===== config.mk =====
export PLATFORM = sky130hd
export DESIGN_NAME = regfile_writeback_flat
export DESIGN_NICKNAME = d
export VERILOG_FILES = /design/src/rtl/wb_pkg.sv /design/src/rtl/regfile_writeback_if.sv /design/src/rtl/wb_fifo.sv /design/src/rtl/regfile_writeback.sv /design/src/flat_wrapper.sv
export SDC_FILE = /design/constraint.sdc
export NUM_CORES = 1
export LEC_CHECK = 0
export ABC_AREA = 1
export CORE_ASPECT_RATIO = 1.25
export CORE_MARGIN = 3
export CORE_UTILIZATION = 48
export DETAILED_ROUTE_END_ITERATION = 10
export PLACE_DENSITY = 0.79
export SKIP_CTS_REPAIR_TIMING = 1
export SLEW_MARGIN = 25
export SYNTH_ARGS = -nofsm -noshare
export SYNTH_HDL_FRONTEND = slang
export SYNTH_SLANG_ARGS = --single-unit

===== constraint.sdc =====
create_clock -name clk -period 4.75 [get_ports clk]
set_clock_uncertainty 0.15 [all_clocks]
set_input_delay 1.425 -clock clk [delete_from_list [all_inputs] [get_ports clk]]
set_output_delay 1.425 -clock clk [all_outputs]
set_load 0.05 [all_outputs]

===== src/rtl/wb_pkg.sv =====
// Shared widths, the buffered write entry and the per-cycle arbitration result
// for the register-file writeback stage.
package wb_pkg;

   localparam int REG_ADDR_W = 5;
   localparam int DATA_W     = 64;
   localparam int NUM_REGS   = 32;

   typedef struct packed {
      logic [REG_ADDR_W-1:0] rd;
      logic [DATA_W-1:0]     data;
   } wb_entry_t;

   typedef enum logic [1:0] {
      IDLE     = 2'd0,
      ALU_WIN  = 2'd1,
      FIFO_WIN = 2'd2
   } wb_sel_t;

endpackage


===== src/rtl/regfile_writeback_if.sv =====
// Producer handshakes, decode issue, register-file write port and scoreboard
// of the writeback stage. slave = the writeback block, master = its environment.
interface regfile_writeback_if;
   import wb_pkg::*;

   logic                  alu_valid;
   logic                  alu_ready;
   logic [REG_ADDR_W-1:0] alu_rd;
   logic [DATA_W-1:0]     alu_data;
   logic                  mem_valid;
   logic                  mem_ready;
   logic [REG_ADDR_W-1:0] mem_rd;
   logic [DATA_W-1:0]     mem_data;
   logic                  issue_valid;
   logic [REG_ADDR_W-1:0] issue_rd;
   logic                  write_en;
   logic [REG_ADDR_W-1:0] write_reg;
   logic [DATA_W-1:0]     write_data;
   logic [NUM_REGS-1:0]   pending;

   modport master (
      output alu_valid, alu_rd, alu_data, mem_valid, mem_rd, mem_data,
             issue_valid, issue_rd,
      input  alu_ready, mem_ready, write_en, write_reg, write_data, pending
   );

   modport slave (
      input  alu_valid, alu_rd, alu_data, mem_valid, mem_rd, mem_data,
             issue_valid, issue_rd,
      output alu_ready, mem_ready, write_en, write_reg, write_data, pending
   );

endinterface


===== src/rtl/wb_fifo.sv =====
// Circular buffer of load results with an explicit occupancy count; a push
// while full and a pop while empty are ignored.
module wb_fifo
   import wb_pkg::*;
#(
   parameter int FIFO_DEPTH = 4
) (
   input  logic                               clk,
   input  logic                               reset,
   input  logic                               i_push,
   input  wb_entry_t                          i_push_data,
   input  logic                               i_pop,
   output wb_entry_t                          o_pop_data,
   output logic                               o_full,
   output logic                               o_empty,
   output logic [$clog2(FIFO_DEPTH+1)-1:0]    o_count
);

   localparam int AW = $clog2(FIFO_DEPTH);
   localparam int CW = $clog2(FIFO_DEPTH + 1);

   wb_entry_t         r_mem [FIFO_DEPTH];
   logic [AW-1:0]     r_wr_ptr;
   logic [AW-1:0]     r_rd_ptr;
   logic [CW-1:0]     r_count;
   logic              w_do_push;
   logic              w_do_pop;

   always_comb begin
      o_full     = (r_count == CW'(FIFO_DEPTH));
      o_empty    = (r_count == {CW{1'b0}});
      w_do_push  = i_push & ~o_full;
      w_do_pop   = i_pop & ~o_empty;
      o_pop_data = r_mem[r_rd_ptr];
      o_count    = r_count;
   end

   // Pointers wrap naturally because FIFO_DEPTH is a power of two.
   always_ff @(posedge clk) begin
      if (!reset) begin
         r_wr_ptr <= {AW{1'b0}};
         r_rd_ptr <= {AW{1'b0}};
         r_count  <= {CW{1'b0}};
      end else begin
         if (w_do_push) r_wr_ptr <= r_wr_ptr + AW'(1);
         if (w_do_pop)  r_rd_ptr <= r_rd_ptr + AW'(1);
         case ({w_do_push, w_do_pop})
            2'b10:   r_count <= r_count + CW'(1);
            2'b01:   r_count <= r_count - CW'(1);
            default: r_count <= r_count;
         endcase
      end
   end

   always_ff @(posedge clk) begin
      if (w_do_push) r_mem[r_wr_ptr] <= i_push_data;
   end

endmodule


===== src/rtl/regfile_writeback.sv =====
// Writeback stage: ALU-priority merge of ALU and buffered load results into the
// single register-file write port, plus a pending-write scoreboard.
// Optional macro WB_ORPHAN_CHECK_EN adds a sticky orphan_err output.
module regfile_writeback
   import wb_pkg::*;
#(
   parameter int FIFO_DEPTH = 4,
   parameter int MAX_DEFER  = 3
) (
   input  logic              clk,
   input  logic              reset,
   regfile_writeback_if.slave bus
`ifdef WB_ORPHAN_CHECK_EN
   ,
   output logic              orphan_err
`endif
);

   localparam int DW = $clog2(MAX_DEFER + 1);
   localparam int CW = $clog2(FIFO_DEPTH + 1);

   wb_entry_t             w_alu_entry;
   wb_entry_t             w_mem_entry;
   wb_entry_t             w_fifo_head;
   logic                  w_fifo_full;
   logic                  w_fifo_empty;
   logic [CW-1:0]         w_fifo_count;
   logic                  w_push;
   logic                  w_pop;
   logic                  w_alu_ready;
   wb_sel_t               w_sel;
   logic [DW-1:0]         w_defer_nxt;
   logic [NUM_REGS-1:0]   w_set_mask;
   logic [NUM_REGS-1:0]   w_clr_mask;

   logic [DW-1:0]         r_defer_cnt;
   logic                  r_write_en;
   logic [REG_ADDR_W-1:0] r_write_reg;
   logic [DATA_W-1:0]     r_write_data;
   logic [NUM_REGS-1:0]   r_pending;

   wb_fifo #(.FIFO_DEPTH(FIFO_DEPTH)) u_fifo (
      .clk         (clk),
      .reset       (reset),
      .i_push      (w_push),
      .i_push_data (w_mem_entry),
      .i_pop       (w_pop),
      .o_pop_data  (w_fifo_head),
      .o_full      (w_fifo_full),
      .o_empty     (w_fifo_empty),
      .o_count     (w_fifo_count)
   );

   always_comb begin
      w_alu_entry = '{rd: bus.alu_rd, data: bus.alu_data};
      w_mem_entry = '{rd: bus.mem_rd, data: bus.mem_data};
      w_push      = bus.mem_valid & ~w_fifo_full;
      w_alu_ready = !(!w_fifo_empty && (r_defer_cnt == DW'(MAX_DEFER)));

      if (bus.alu_valid && w_alu_ready) begin
         w_sel = ALU_WIN;
      end else if (!w_fifo_empty) begin
         w_sel = FIFO_WIN;
      end else begin
         w_sel = IDLE;
      end
      w_pop = (w_sel == FIFO_WIN);

      // Only ALU wins that leave a load waiting count toward starvation.
      if (w_sel == FIFO_WIN || w_fifo_count == {CW{1'b0}}) begin
         w_defer_nxt = {DW{1'b0}};
      end else if (w_sel == ALU_WIN && r_defer_cnt != DW'(MAX_DEFER)) begin
         w_defer_nxt = r_defer_cnt + DW'(1);
      end else begin
         w_defer_nxt = r_defer_cnt;
      end

      w_set_mask = bus.issue_valid ? (NUM_REGS'(1) << bus.issue_rd) : {NUM_REGS{1'b0}};
      w_clr_mask = r_write_en ? (NUM_REGS'(1) << r_write_reg) : {NUM_REGS{1'b0}};
   end

   assign bus.mem_ready  = ~w_fifo_full;
   assign bus.alu_ready  = w_alu_ready;
   assign bus.write_en   = r_write_en;
   assign bus.write_reg  = r_write_reg;
   assign bus.write_data = r_write_data;
   assign bus.pending    = r_pending;

   // The winner of this cycle becomes next cycle's register-file write.
   always_ff @(posedge clk) begin
      if (!reset) begin
         r_write_en   <= 1'b0;
         r_write_reg  <= {REG_ADDR_W{1'b0}};
         r_write_data <= {DATA_W{1'b0}};
         r_defer_cnt  <= {DW{1'b0}};
      end else begin
         r_defer_cnt <= w_defer_nxt;
         case (w_sel)
            ALU_WIN: begin
               r_write_en   <= 1'b1;
               r_write_reg  <= w_alu_entry.rd;
               r_write_data <= w_alu_entry.data;
            end
            FIFO_WIN: begin
               r_write_en   <= 1'b1;
               r_write_reg  <= w_fifo_head.rd;
               r_write_data <= w_fifo_head.data;
            end
            default: r_write_en <= 1'b0;
         endcase
      end
   end

   // A new issue to the register being committed keeps it pending.
   always_ff @(posedge clk) begin
      if (!reset) begin
         r_pending <= {NUM_REGS{1'b0}};
      end else begin
         r_pending <= (r_pending & ~w_clr_mask) | w_set_mask;
      end
   end

`ifdef WB_ORPHAN_CHECK_EN
   logic r_orphan_err;

   always_ff @(posedge clk) begin
      if (!reset) begin
         r_orphan_err <= 1'b0;
      end else if (r_write_en && !r_pending[r_write_reg]) begin
         r_orphan_err <= 1'b1;
      end
   end

   assign orphan_err = r_orphan_err;
`endif

endmodule

===== src/flat_wrapper.sv =====
// flat-port wrapper written by rule: the top's interface ports become plain ports
module regfile_writeback_flat import wb_pkg::*;
#(
   parameter int FIFO_DEPTH = 4,
   parameter int MAX_DEFER  = 3
)
  (clk, reset, bus_alu_valid, bus_alu_rd, bus_alu_data, bus_mem_valid, bus_mem_rd, bus_mem_data, bus_issue_valid, bus_issue_rd, bus_alu_ready, bus_mem_ready, bus_write_en, bus_write_reg, bus_write_data, bus_pending);
  regfile_writeback_if bus_i ();
  input  logic clk;
  input  logic reset;
  input wire logic [$bits(bus_i.alu_valid)-1:0] bus_alu_valid;
  input wire logic [$bits(bus_i.alu_rd)-1:0] bus_alu_rd;
  input wire logic [$bits(bus_i.alu_data)-1:0] bus_alu_data;
  input wire logic [$bits(bus_i.mem_valid)-1:0] bus_mem_valid;
  input wire logic [$bits(bus_i.mem_rd)-1:0] bus_mem_rd;
  input wire logic [$bits(bus_i.mem_data)-1:0] bus_mem_data;
  input wire logic [$bits(bus_i.issue_valid)-1:0] bus_issue_valid;
  input wire logic [$bits(bus_i.issue_rd)-1:0] bus_issue_rd;
  output wire logic [$bits(bus_i.alu_ready)-1:0] bus_alu_ready;
  output wire logic [$bits(bus_i.mem_ready)-1:0] bus_mem_ready;
  output wire logic [$bits(bus_i.write_en)-1:0] bus_write_en;
  output wire logic [$bits(bus_i.write_reg)-1:0] bus_write_reg;
  output wire logic [$bits(bus_i.write_data)-1:0] bus_write_data;
  output wire logic [$bits(bus_i.pending)-1:0] bus_pending;
  assign bus_i.alu_valid = bus_alu_valid;
  assign bus_i.alu_rd = bus_alu_rd;
  assign bus_i.alu_data = bus_alu_data;
  assign bus_i.mem_valid = bus_mem_valid;
  assign bus_i.mem_rd = bus_mem_rd;
  assign bus_i.mem_data = bus_mem_data;
  assign bus_i.issue_valid = bus_issue_valid;
  assign bus_i.issue_rd = bus_issue_rd;
  assign bus_alu_ready = bus_i.alu_ready;
  assign bus_mem_ready = bus_i.mem_ready;
  assign bus_write_en = bus_i.write_en;
  assign bus_write_reg = bus_i.write_reg;
  assign bus_write_data = bus_i.write_data;
  assign bus_pending = bus_i.pending;
  regfile_writeback #(.FIFO_DEPTH(FIFO_DEPTH), .MAX_DEFER(MAX_DEFER)) u_core (.clk(clk), .reset(reset), .bus(bus_i));
endmodule

==> tab_implementation.tex <==
\begin{tabular}{lr}
\hline
Metric & Value \\
\hline
\multicolumn{2}{l}{\textbf{Cells and area}} \\
Post-route core utilization & 61.7\% \\
Post-layout net count & 1,975 \\
Register name with the most flops & u\_core.u\_fifo.r\_mem \\
Number of flip-flops under the largest register name & 276 \\
Fraction of layout instances using a drive strength above 1 & 4.81\% \\
P\&R area growth vs syn & 25.7\% \\
Post-route cell area & between 15,000 and 20,000 um2 \\
\multicolumn{2}{l}{\textbf{Global route}} \\
Global route overflow & 0 \\
Largest net degree at the start of global routing & about 110 \\
Number of antenna violations at the first check in global routing & 6 \\
First-pass GRT wire length & 61.1 mm \\
Global router's overall resource usage & 21.7\% \\
Number of global-route vias before repair & between 10k and 15k \\
\multicolumn{2}{l}{\textbf{Yosys}} \\
Register bit count reported by yosys & 389 \\
Yosys top cell by area & edfxtp\_1 \\
Post-Syn Instances & 1,600 \\
Area of the mapped netlist & approximately 16,000 um2 \\
Number of warnings reported in the yosys synthesis log & 0 \\
Mean cell area of the mapped netlist & between 9 and 10 um2 \\
Sequential share of the synthesized area & 67.0\% \\
Share of Yosys cell area claimed by the top area cell type & 52.6\% \\
Net count of the mapped netlist & 1,755 \\
Most area-consuming cells after synthesis & edfxtp\_1 (53\%), nand2\_1 (16\%), dfxtp\_1 (14\%) \\
Distinct cell type count after synthesis & 24 \\
\multicolumn{2}{l}{\textbf{Pwr}} \\
Lkg Pwr & 7.88 nW \\
Pwr Density & about 540 nW/um2 \\
Worst IR drop on VDD & 0.000442 V \\
\multicolumn{2}{l}{\textbf{Floorplan}} \\
Vertical die dimension & roughly 210 um \\
I/O pin count & between 200 and 300 \\
Starting density of the core & 49.1\% \\
Die ar. & $\sim$35,000 um2 \\
Floorplan row count & 73 \\
Die outline width & 168 um \\
Core area & 32,100 um2 \\
\multicolumn{2}{l}{\textbf{Detailed routing}} \\
DR vias & approximately 12k \\
Number of nets with antenna violations after routing & 0 \\
Drt total wl & 38.9 mm \\
Post-route DRC violation count & 0 \\
First-pass iteration count of the detailed router & 5 \\
Average vias per placed instance & $\sim$5.3 \\
Average wire per standard cell & 17.2 um \\
DR iter-0 viols & 1,318 \\
\multicolumn{2}{l}{\textbf{Timing}} \\
Max Slew Vio Count & 0 \\
RSZ-0062 raised after global routing & false \\
Maximum clock rate & 0.273 GHz \\
Count of final hold-check violations & 0 \\
Setup violators final & 0 \\
Relative slew slack & 33.6\% \\
Min setup slack post-route & 1090 ps \\
Tcrit/Tclk final & 77.0\% \\
Hold slack & 301 ps \\
Clock period minus final worst setup slack & 3660 ps \\
Slew at the pin closest to its max-slew limit & around 1000 ps \\
\multicolumn{2}{l}{\textbf{Critical path}} \\
Slowest library cell on the worst path & clkdlybuf4s50\_1 \\
Signal arrival time at the worst endpoint & 2080 ps \\
Maximum fanout along the worst path & 4 \\
Crit Path Class & reg2out \\
R2R setup slack & 2180 ps \\
Required time of the worst setup path & 3170 ps \\
Capturing element type of the critical path & primary output \\
R2R depth & 8 \\
Maximum single-stage delay on the critical path & 810 ps \\
Cell breakdown of the critical path & ha\_1, nand2\_1, clkdlybuf4s50\_1 \\
Critical path launch point type & register \\
\multicolumn{2}{l}{\textbf{Place}} \\
Post-DP HPWL & 23.8 mm \\
Post-Place Cell Area & 18,600 um2 \\
Final Wtd Congestion & $\sim$0.87 \\
Number of buffers inserted by port buffering & 251 \\
Setup slack after placement & 1130 ps \\
\multicolumn{2}{l}{\textbf{CTS}} \\
Clock slew at reported path FFs & 60 ps \\
Number of buffers added by the clock tree synthesis step & 37 \\
Clk buf depth & 3 \\
CTS tree & built \\
Insertion delay of the later-clocked pin in the worst-skew pair & 530 ps \\
Number of H-tree levels & 2 \\
Count of clock tree sinks & 389 \\
CTS Root Cell & clkbuf\_16 \\
\multicolumn{2}{l}{\textbf{Min path}} \\
Number of instances on the worst hold path & 2 \\
Worst Hold Class & reg2reg \\
\multicolumn{2}{l}{\textbf{Run}} \\
Max-Cap Viols & 0 \\
\multicolumn{2}{l}{\textbf{Outcome}} \\
Run status & finished, final reports clean \\
\hline
\end{tabular}
-- stage by stage --
stage	std cells	power, W	TNS (ps)
2_1_floorplan	1600	0.00681	-112890
3_3_place_gp	2193	0.00786	0
3_5_place_dp	2193	0.00794	0
4_1_cts	2261	0.0108	0
5_1_grt	2263	0.0113	0
6_report	2264	0.0108	0
-- worst paths after layout --
check,startpoint,end
max,u_core.r_defer_cnt[0]$_SDFFE_PP0P_,bus_alu_ready
max reg2reg,register,u_core.bus.write_data[19]$_SDFFE_PN0P_
min,u_core.bus.write_data[30]$_SDFFE_PN0P_,u_core.bus.write_data[30]$_SDFFE_PN0P_
min reg2reg,u_core.bus.write_data[30]$_SDFFE_PN0P_,u_core.bus.write_data[30]$_SDFFE_PN0P_
-- layer usage --
metal / GRT usage (%) / wire [um]
met1: 26.6 / 15400
met3: 3.93 / 2770
met5: 0 / 32
met2: 37.9 / 19500
met4: 8.58 / 1080
-- logic make-up after synthesis --
logic type      Yosys count  share of synthesized area [%]
simple gates            940                           24.5
compound gates           74                           2.38
xor+xnor                  2                          0.111
buf+inv                 188                           5.43
flops                   389                           67.0
fa+ha+maj                 7                          0.604
-- cells in the final DEF (no fill, tap or decap), drive strengths merged, types with 2 or more instances in the layout --
cell and instances:
o21ai 32, nor2 32, xor2 2, clkbuf 50, dfxtp 113, buf 17
nand4 13, inv 103, diode 3, nand2 672, clkinv 12, edfxtp 276
bufinv 3, nand3 222, ha 6, clkdlybuf4s50 251, a21oi 42
-- worst max-delay path, delay by kind of cell, from the launching register on --
family | cells | cell delay [ps]
fa+ha+maj | 1 | 280
flops | 1 | 330
buf+inv | 1 | 810
simple gates | 1 | 140
-- power by group --
part / internal (W) / switching, W / total, W
registers: 0.00413 / 0.000293 / 0.00443
logic: 0.00105 / 0.00240 / 0.00344
clock network: 0.00167 / 0.00125 / 0.00291
total: 0.00685 / 0.00394 / 0.0108
-- area by class of cell --
type / count / area (um2)
diodes: 3 / 7.51
clock buffers: 50 / 1000
clock inverters: 18 / 198
fillers: 2532 / 12300
inverters: 101 / 384
multi-input cells: 1023 / 4390
flip-flops and latches: 389 / 10600
well taps: 412 / 515
repair buffers: 268 / 2740
-- cell usage after synthesis --
master,n
nand3_1,221
clkbuf_1,17
ha_1,6
nand2_1,671
buf_6,6
buf_1,3
edfxtp_1,276
nand4_1,13
inv_1,95
a21oi_1,42
nor2_4,1
fa_1,1
dfxtp_1,113
o21ai_2,1
nand3_2,1
nor2_2,1
nor2_1,30
buf_2,50
xor2_1,2
inv_2,6
nand2_2,1
buf_4,11
nor3_1,1
o21ai_0,31
(Power assumes the default switching activity.)
